--- config.mk ---
export PLATFORM = sky130hd
export DESIGN_NAME = encoder_layer_0_intermediate_dense_weight_sink_flat
export DESIGN_NICKNAME = d
export VERILOG_FILES = /design/src/rtl/encoder_layer_0_intermediate_dense_weight_sink_pkg.sv /design/src/rtl/encoder_layer_0_intermediate_dense_weight_sink_if.sv /design/src/rtl/encoder_layer_0_intermediate_dense_weight_sink_weight_line_packer.sv /design/src/rtl/encoder_layer_0_intermediate_dense_weight_sink.sv /design/src/flat_wrapper.sv
export SDC_FILE = /design/constraint.sdc
export NUM_CORES = 1
export LEC_CHECK = 0
export BUFFER_PORTS_ARGS = -buffer_cell sky130_fd_sc_hd__buf_2
export CORE_ASPECT_RATIO = 1.1
export CORE_UTILIZATION = 60
export DETAILED_ROUTE_END_ITERATION = 16
export GPL_ROUTABILITY_DRIVEN = 0
export GPL_TIMING_DRIVEN = 1
export PLACE_DENSITY = 0.83
export RECOVER_POWER = 50
export SYNTH_ARGS = -nofsm -noshare
export SYNTH_HDL_FRONTEND = slang
export SYNTH_SLANG_ARGS = --single-unit
--- constraint.sdc ---
create_clock -name clk -period 4 [get_ports clk]
set_input_delay 0.4 -clock clk [delete_from_list [all_inputs] [get_ports clk]]
set_output_delay 0.4 -clock clk [all_outputs]
set_load 0.01 [all_outputs]
--- src/rtl/encoder_layer_0_intermediate_dense_weight_sink_pkg.sv ---
// ----------------------------------------------------------------------------
// encoder_layer_0_intermediate_dense_weight_sink_pkg
//
// Purpose: shared types and helpers for the intermediate dense weight
// sink. The source side uses the same lane_offset() for unpacking, so
// both directions agree on where each lane lives inside a RAM line.
//
// Contents:
//   sink_state_e  - load FSM states (IDLE, FILL, WRITE, DONE)
//   lane_offset() - bit offset of (beat, lane) inside a packed line
// ----------------------------------------------------------------------------
package encoder_layer_0_intermediate_dense_weight_sink_pkg;

    typedef enum logic [1:0] {
        IDLE  = 2'd0,
        FILL  = 2'd1,
        WRITE = 2'd2,
        DONE  = 2'd3
    } sink_state_e;

    // Element (beat * lanes + lane) of a line occupies bits
    // [offset +: prec]. Lane 0 of beat 0 is the least significant element.
    function automatic int unsigned lane_offset(
        input int unsigned beat,
        input int unsigned lane,
        input int unsigned lanes,
        input int unsigned prec
    );
        return prec * (beat * lanes + lane);
    endfunction

endpackage

--- src/rtl/encoder_layer_0_intermediate_dense_weight_sink_if.sv ---
// ----------------------------------------------------------------------------
// encoder_layer_0_intermediate_dense_weight_sink_if
//
// Purpose: valid/ready weight beat stream feeding the weight sink.
//
// Signals:
//   data_in        [LANES][PREC] beat lanes, lane j = data_in[j]
//   data_in_valid  beat valid (driven by master)
//   data_in_ready  sink can accept a beat (driven by slave)
//
// Modports: master = upstream producer, slave = weight sink.
// ----------------------------------------------------------------------------
interface encoder_layer_0_intermediate_dense_weight_sink_if #(
    parameter int LANES = 4,
    parameter int PREC  = 16
);
    logic [LANES-1:0][PREC-1:0] data_in;
    logic                       data_in_valid;
    logic                       data_in_ready;

    modport master (
        output data_in,
        output data_in_valid,
        input  data_in_ready
    );

    modport slave (
        input  data_in,
        input  data_in_valid,
        output data_in_ready
    );
endinterface

--- src/rtl/encoder_layer_0_intermediate_dense_weight_sink_weight_line_packer.sv ---
// ----------------------------------------------------------------------------
// encoder_layer_0_intermediate_dense_weight_sink_weight_line_packer
//
// Purpose: collects BEATS beats of LANES elements into one line.
//
// Ports:
//   clk, rst       clock, asynchronous active-low reset
//   clear          restart at beat 0 (load armed)
//   accept         a beat is transferred this cycle
//   beat_lanes     lanes of the beat being transferred
//   line_complete  the accepted beat is the last beat of the line
//   line           line buffer contents including this cycle's beat
// ----------------------------------------------------------------------------
module encoder_layer_0_intermediate_dense_weight_sink_weight_line_packer
    import encoder_layer_0_intermediate_dense_weight_sink_pkg::*;
#(
    parameter int LANES = 4,
    parameter int PREC  = 16,
    parameter int ELEMS = 32,
    parameter int BEATS = ELEMS / LANES
) (
    input  logic                       clk,
    input  logic                       rst,
    input  logic                       clear,
    input  logic                       accept,
    input  logic [LANES-1:0][PREC-1:0] beat_lanes,
    output logic                       line_complete,
    output logic [PREC*ELEMS-1:0]      line
);

    localparam int BEAT_W = (BEATS > 1) ? $clog2(BEATS) : 1;

    logic [BEAT_W-1:0]     beat_cnt_q, beat_cnt_d;
    logic [PREC*ELEMS-1:0] line_q, line_d;

    assign line_complete = accept && (beat_cnt_q == BEAT_W'(BEATS - 1));
    assign line          = line_d;

    // Each beat slot owns a fixed bit range, so the write mux per slot
    // uses constant offsets rather than a variable part-select.
    for (genvar gi = 0; gi < BEATS; gi++) begin : g_beat
        logic slot_hit;
        assign slot_hit = accept && (beat_cnt_q == BEAT_W'(gi));
        for (genvar gj = 0; gj < LANES; gj++) begin : g_lane
            localparam int unsigned OFS = lane_offset(gi, gj, LANES, PREC);
            assign line_d[OFS +: PREC] = slot_hit ? beat_lanes[gj]
                                                  : line_q[OFS +: PREC];
        end
    end

    always_comb begin
        beat_cnt_d = beat_cnt_q;
        if (clear) begin
            beat_cnt_d = '0;
        end else if (accept) begin
            beat_cnt_d = line_complete ? '0 : beat_cnt_q + BEAT_W'(1);
        end
    end

    always_ff @(posedge clk or negedge rst) begin
        if (!rst) begin
            beat_cnt_q <= '0;
            line_q     <= '0;
        end else begin
            beat_cnt_q <= beat_cnt_d;
            line_q     <= line_d;
        end
    end

endmodule

--- src/rtl/encoder_layer_0_intermediate_dense_weight_sink.sv ---
// ----------------------------------------------------------------------------
// encoder_layer_0_intermediate_dense_weight_sink
//
// Purpose: accepts a stream of weight beats, packs them into full lines and
// writes one line per RAM address. Raises done after
// WEIGHT_TENSOR_SIZE_DIM_1 lines have been written.
//
// Ports:
//   clk, rst    clock, asynchronous active-low reset
//   start       single-cycle pulse, arms a load from IDLE or DONE
//   s_if        beat stream (slave): data_in, data_in_valid, data_in_ready
//   mem_we      RAM write enable (high for the single WRITE cycle)
//   mem_addr    RAM write address (holds its last value when idle)
//   mem_wdata   packed line (holds its last value when idle)
//   done        all lines written
//   busy        load in progress (FILL or WRITE)
// ----------------------------------------------------------------------------
module encoder_layer_0_intermediate_dense_weight_sink
    import encoder_layer_0_intermediate_dense_weight_sink_pkg::*;
#(
    parameter int WEIGHT_TENSOR_SIZE_DIM_0 = 32,
    parameter int WEIGHT_TENSOR_SIZE_DIM_1 = 4,
    parameter int WEIGHT_PRECISION_0       = 16,
    parameter int WEIGHT_PRECISION_1       = 3,
    parameter int WEIGHT_PARALLELISM_DIM_0 = 4,
    parameter int BEATS_PER_LINE = WEIGHT_TENSOR_SIZE_DIM_0 / WEIGHT_PARALLELISM_DIM_0,
    parameter int ADDR_WIDTH     = $clog2(WEIGHT_TENSOR_SIZE_DIM_1) + 1
) (
    input  logic                  clk,
    input  logic                  rst,
    input  logic                  start,
    encoder_layer_0_intermediate_dense_weight_sink_if.slave s_if,
    output logic                  mem_we,
    output logic [ADDR_WIDTH-1:0] mem_addr,
    output logic [WEIGHT_PRECISION_0*WEIGHT_TENSOR_SIZE_DIM_0-1:0] mem_wdata,
    output logic                  done,
    output logic                  busy
);

    localparam int LINE_BITS = WEIGHT_PRECISION_0 * WEIGHT_TENSOR_SIZE_DIM_0;

    // Elaboration-time parameter sanity checks; they generate no logic.
    if (WEIGHT_TENSOR_SIZE_DIM_0 % WEIGHT_PARALLELISM_DIM_0 != 0) begin : g_bad_parallelism
        $error("WEIGHT_PARALLELISM_DIM_0 must divide WEIGHT_TENSOR_SIZE_DIM_0");
    end
    if (WEIGHT_PRECISION_1 > WEIGHT_PRECISION_0) begin : g_bad_fraction
        $error("WEIGHT_PRECISION_1 cannot exceed WEIGHT_PRECISION_0");
    end

    sink_state_e           state_q, state_d;
    logic [ADDR_WIDTH-1:0] line_cnt_q, line_cnt_d;
    logic [ADDR_WIDTH-1:0] mem_addr_q, mem_addr_d;
    logic [LINE_BITS-1:0]  mem_wdata_q, mem_wdata_d;

    logic                  arm_load;
    logic                  beat_accept;
    logic                  line_complete;
    logic [LINE_BITS-1:0]  line_full;

    // Ready is decoded from state only, so valid never reaches ready
    // combinationally.
    assign beat_accept = s_if.data_in_valid && (state_q == FILL);

    encoder_layer_0_intermediate_dense_weight_sink_weight_line_packer #(
        .LANES (WEIGHT_PARALLELISM_DIM_0),
        .PREC  (WEIGHT_PRECISION_0),
        .ELEMS (WEIGHT_TENSOR_SIZE_DIM_0),
        .BEATS (BEATS_PER_LINE)
    ) u_packer (
        .clk           (clk),
        .rst           (rst),
        .clear         (arm_load),
        .accept        (beat_accept),
        .beat_lanes    (s_if.data_in),
        .line_complete (line_complete),
        .line          (line_full)
    );

    always_comb begin
        state_d     = state_q;
        line_cnt_d  = line_cnt_q;
        mem_addr_d  = mem_addr_q;
        mem_wdata_d = mem_wdata_q;
        arm_load    = 1'b0;
        case (state_q)
            IDLE, DONE: begin
                if (start) begin
                    arm_load   = 1'b1;
                    line_cnt_d = '0;
                    state_d    = FILL;
                end
            end
            FILL: begin
                // Capture the finished line (including the beat taken this
                // cycle) so the write port presents it during WRITE.
                if (line_complete) begin
                    mem_addr_d  = line_cnt_q;
                    mem_wdata_d = line_full;
                    state_d     = WRITE;
                end
            end
            WRITE: begin
                if (line_cnt_q == ADDR_WIDTH'(WEIGHT_TENSOR_SIZE_DIM_1 - 1)) begin
                    state_d = DONE;
                end else begin
                    line_cnt_d = line_cnt_q + ADDR_WIDTH'(1);
                    state_d    = FILL;
                end
            end
            default: state_d = IDLE;
        endcase
    end

    always_ff @(posedge clk or negedge rst) begin
        if (!rst) begin
            state_q     <= IDLE;
            line_cnt_q  <= '0;
            mem_addr_q  <= '0;
            mem_wdata_q <= '0;
        end else begin
            state_q     <= state_d;
            line_cnt_q  <= line_cnt_d;
            mem_addr_q  <= mem_addr_d;
            mem_wdata_q <= mem_wdata_d;
        end
    end

    assign s_if.data_in_ready = (state_q == FILL);
    assign mem_we             = (state_q == WRITE);
    assign done               = (state_q == DONE);
    assign busy               = (state_q == FILL) || (state_q == WRITE);
    assign mem_addr           = mem_addr_q;
    assign mem_wdata          = mem_wdata_q;

endmodule

--- src/flat_wrapper.sv ---
// flat-port wrapper written by rule: the top's interface ports become plain ports
module encoder_layer_0_intermediate_dense_weight_sink_flat import encoder_layer_0_intermediate_dense_weight_sink_pkg::*;
#(
    parameter int WEIGHT_TENSOR_SIZE_DIM_0 = 32,
    parameter int WEIGHT_TENSOR_SIZE_DIM_1 = 4,
    parameter int WEIGHT_PRECISION_0       = 16,
    parameter int WEIGHT_PRECISION_1       = 3,
    parameter int WEIGHT_PARALLELISM_DIM_0 = 4,
    parameter int BEATS_PER_LINE = WEIGHT_TENSOR_SIZE_DIM_0 / WEIGHT_PARALLELISM_DIM_0,
    parameter int ADDR_WIDTH     = $clog2(WEIGHT_TENSOR_SIZE_DIM_1) + 1
)
  (clk, rst, start, mem_we, mem_addr, mem_wdata, done, busy, s_if_data_in, s_if_data_in_valid, s_if_data_in_ready);
  encoder_layer_0_intermediate_dense_weight_sink_if s_if_i ();
  input  logic clk;
  input  logic rst;
  input  logic start;
  output logic mem_we;
  output logic [ADDR_WIDTH-1:0] mem_addr;
  output logic [WEIGHT_PRECISION_0*WEIGHT_TENSOR_SIZE_DIM_0-1:0] mem_wdata;
  output logic done;
  output logic busy;
  input wire logic [$bits(s_if_i.data_in)-1:0] s_if_data_in;
  input wire logic [$bits(s_if_i.data_in_valid)-1:0] s_if_data_in_valid;
  output wire logic [$bits(s_if_i.data_in_ready)-1:0] s_if_data_in_ready;
  assign s_if_i.data_in = s_if_data_in;
  assign s_if_i.data_in_valid = s_if_data_in_valid;
  assign s_if_data_in_ready = s_if_i.data_in_ready;
  encoder_layer_0_intermediate_dense_weight_sink #(.WEIGHT_TENSOR_SIZE_DIM_0(WEIGHT_TENSOR_SIZE_DIM_0), .WEIGHT_TENSOR_SIZE_DIM_1(WEIGHT_TENSOR_SIZE_DIM_1), .WEIGHT_PRECISION_0(WEIGHT_PRECISION_0), .WEIGHT_PRECISION_1(WEIGHT_PRECISION_1), .WEIGHT_PARALLELISM_DIM_0(WEIGHT_PARALLELISM_DIM_0), .BEATS_PER_LINE(BEATS_PER_LINE), .ADDR_WIDTH(ADDR_WIDTH)) u_core (.clk(clk), .rst(rst), .start(start), .s_if(s_if_i), .mem_we(mem_we), .mem_addr(mem_addr), .mem_wdata(mem_wdata), .done(done), .busy(busy));
endmodule
==> summary.md <==
| Metric | Value |
|---|---|
| First-pass DRT Iterations | 7 |
| Vias/cell | 5.68 |
| Worst VDD drop | 0.539 mV |
| Maxcap violations | 1 |
| Post-CTS Setup Bufs | 0 |
| Crit Path Class | in2async |
| Status | finished, violations left |
| Internal | 26600 uW |
| DR WL/cell | ~25 um |
| Cell Rows | 97 |
| Clk pwr share | 0.243 |
| Power Dens Cells | a little under 900 nW/um^2 |
| Worst Tran Pin Value | ~3.0 ns |
| Sequential share of the synthesized area | 0.627 |
| P_sw | approximately 13000 uW |
| Final Max Tran Viols | 87 |
| Syn Inst Count | between 2000 and 2500 |
| CTS tree | built |
| Clock Latency Late Sink | between 0.6 and 0.7 ns |
| Worst setup EP type | async pin |
| Delay of the slowest critical-path stage | between 2 and 2.5 ns |
| FF+latch count, synth | slightly below 1000 |
| Required @ worst endpoint | between 4 and 5 ns |
| Initial antenna violation count | 3 |
| Syn_nets | between 2000 and 3000 |
| Residual DRC | 0 |
| Mapped Area | 38800 sq um |
| Data arrival time of the critical path | between 3 and 4 ns |
| Clock sinks | between 900 and 1000 |
| Die area | between 60000 and 70000 sq um |
| Synth warn | 0 |
| Final setup fails | 0 |
| Global-route wire length before repair | 148 mm |
| Worst-path cell chain | dlygate4sd3_1 -> clkbuf_2 -> buf_4 |
| Final Hold Viols | 0 |
| Clock Tree Buf Depth | 3 |
| R2R Path End | u_core.mem_wdata[73] |
| R2R Setup Slk | 1.07 ns |
| Slew margin rel. | -1.01 |
| Crit share post-route | 0.769 |
| Nets@finish | 3133 |
| Startpoint Class | input port |
| Hold wc startpoint | start |
| Die Ht | 269 um |
| Gr ovfl total | 0 |
| Clock skew | between 0.02 and 0.03 ns |
| Crit path time final | 3.08 ns |
| Ratio of cells with drive above 1 in the final layout | 0.350 |
| CP max-delay cell | clkbuf_2 |
| RSZ-0062 raised after global routing | no |
| Post-DRT Antenna Nets | 0 |
| IO Pins | 587 |
| I/O Buffers | about 590 |
| Setup_tns | 0 ns |
| WHS Path Cells | 2 |
| R2R Path Start | u_core.state_q[1] |
| CTS Buf Count | 93 |
| Hold EP | u_core.u_packer.beat_cnt_q[2] |
| Count of cell types in the netlist | 27 |
| DR iter-0 viols | about 1600 |
| Total number of vias | 22600 |
| H-tree levels | 3 |
| Final hold slack | between 0.05 and 0.06 ns |
| Hold crit path type | in2reg |
| Final WL | about 98 mm |
| GRT Overall Usage | 0.297 |
| Die Width | between 200 and 250 um |
| Starting density of the core | 0.607 |
| CTS clk-pin slew, worst paths | around 0.060 ns |
| CTS resizes | 0 |
| Root buf cell | clkbuf_16 |
| Largest net degree at the start of global routing | about 100 |
| Core ar. | approximately 64000 sq um |
| FF-to-FF path depth | 6 |
| Fillers | ~4200 |
| Seq pwr share | 0.420 |
| Area growth from synthesis to layout | 16.7% |
| Vias in the first global route | roughly 24000 |
| Failing checks | capacitance limit, slew limit |
| Final HPWL DP | about 61 mm |
| Final Util | 0.709 |
| Comb power frac | 0.337 |
| Syn_area_per_cell | between 15 and 20 sq um |
| Leak | roughly 0.022 uW |
| Switching share of power | 0.324 |
| CP max FO | 95 |
| Fmax | roughly 320 MHz |
[registers in the layout, summed over array words and instances (netlist names)]
| name | count |
|---|---|
| u_core.u_packer.line_q | 448 |
| u_core.state_q | 2 |
| u_core.line_cnt_q | 3 |
| u_core.u_packer.beat_cnt_q | 3 |
| u_core.mem_addr | 3 |
| u_core.mem_wdata | 512 |
[placed cells by master, fill, tap and decap left out, types with 4 or more instances in the layout]
cell,count
dfrtp_1,971
mux2_4,600
nand2_1,394
mux2_2,168
buf_12,22
clkinvlp_4,7
inv_16,4
buf_2,113
clkbuf_8,17
bufinv_16,15
clkbuf_1,488
clkbuf_16,95
o21ai_0,4
inv_1,10
a21oi_1,6
ha_1,11
a31oi_1,66
nor2_1,67
clkinv_2,16
buf_4,24
[area by class of cell]
type	count	area [sq um]	share of cell area
clock buffers	126	2660	0.0589
well taps	841	1050	0.0233
multi-input cells	1341	13500	0.298
flip-flops and latches	971	24300	0.537
repair buffers	637	2990	0.0661
clock inverters	45	692	0.0153
inverters	10	37.5	0.000830
diodes	1	2.50	0.0000553
[how the worst max path moves through the flow]
stage | slack (ns) | cells past startpoint | from | to
after floorplan | 1.98 | 8 | u_core.u_packer.beat_cnt_q[0] | u_core.mem_wdata[351]
after global placement | 1.19 | 6 | u_core.state_q[1] | u_core.mem_wdata[73]
after detailed placement | 1.06 | 6 | u_core.state_q[1] | u_core.mem_wdata[69]
after CTS | 1.05 | 6 | u_core.state_q[1] | u_core.mem_wdata[69]
after global routing | 0.49 | 3 | rst | u_core.u_packer.line_q[287]
final | 0.92 | 3 | rst | u_core.u_packer.line_q[147]
[through the flow]
step	setup slack, ns	area (sq um)	cells	total power [uW]
finish	0.923	45200	3972	39300
floorplan	1.98	38800	2450	25100
global placement	1.19	42500	3799	29100
global route	0.489	45200	3972	41100
detailed placement	1.06	42500	3799	30000
CTS	1.05	45800	3971	39900
[Yosys cell counts]
cell type	count	share of area
dfrtp_1	971	0.63
nor2b_1	2	0.00032
a21oi_1	6	0.00077
a311o_1	1	0.00026
nand3_1	2	0.00026
nor4b_1	1	0.00023
ha_1	11	0.0035
nor3b_1	1	0.00019
buf_2	46	0.0059
buf_6	50	0.015
buf_4	17	0.0033
nand3b_1	2	0.00039
nor2_1	67	0.0065
a31oi_1	66	0.011
nor3_1	2	0.00026
mux2i_1	3	0.00077
nand4_4	3	0.0016
mux2_4	600	0.23
nand2_1	394	0.038
a221o_1	1	0.00026
and3_1	2	0.00032
nand4b_1	3	0.00068
mux2_2	168	0.049
clkbuf_1	15	0.0015
inv_1	10	0.00097
o22ai_1	2	0.00032
o21ai_0	4	0.00052
[power groups by stage]
stage	Combinational, uW	Sequential [uW]	Clock, uW
2_1_floorplan	7990	17100	0
3_3_place_gp	13000	16100	0
3_5_place_dp	13600	16400	0
4_1_cts	13800	16400	9660
5_1_grt	14100	16900	10100
6_report	13300	16500	9550
[worst max-delay path, delay by kind of cell]
| family | cells | cell delay (ns) |
|---|---|---|
| buffers and inverters | 3 | 3.32 |
[repair_timing]
item | CTS | global route
endpoints found under the setup margin | 0 | 0
endpoints found under the hold margin | 76 | 0
hold buffers | 1 | 0
[cells by family (layout without fill, tap and decap cells)]
kind of cell,count (synthesis),count (layout),synth area share
flip-flops,971,971,0.627
adder cells (fa/ha/maj),11,11,0.00355
other,0,1,0
buffers and inverters,138,818,0.0262
AO/OA/AOI/OAI,80,80,0.0128
multiplexers,771,771,0.282
AND/OR/NAND/NOR,479,479,0.0489
[layer usage]
layer	up-vias	wire (um)	track usage	share of wire
met5	-	24	0	0.00025
met4	4	5330	0.162	0.055
met3	244	5420	0.0555	0.055
met2	803	48100	0.484	0.49
met1	11900	38800	0.381	0.40
li1	9567	-	-	-
No activity file was read; power rests on OpenSTA's default activity.
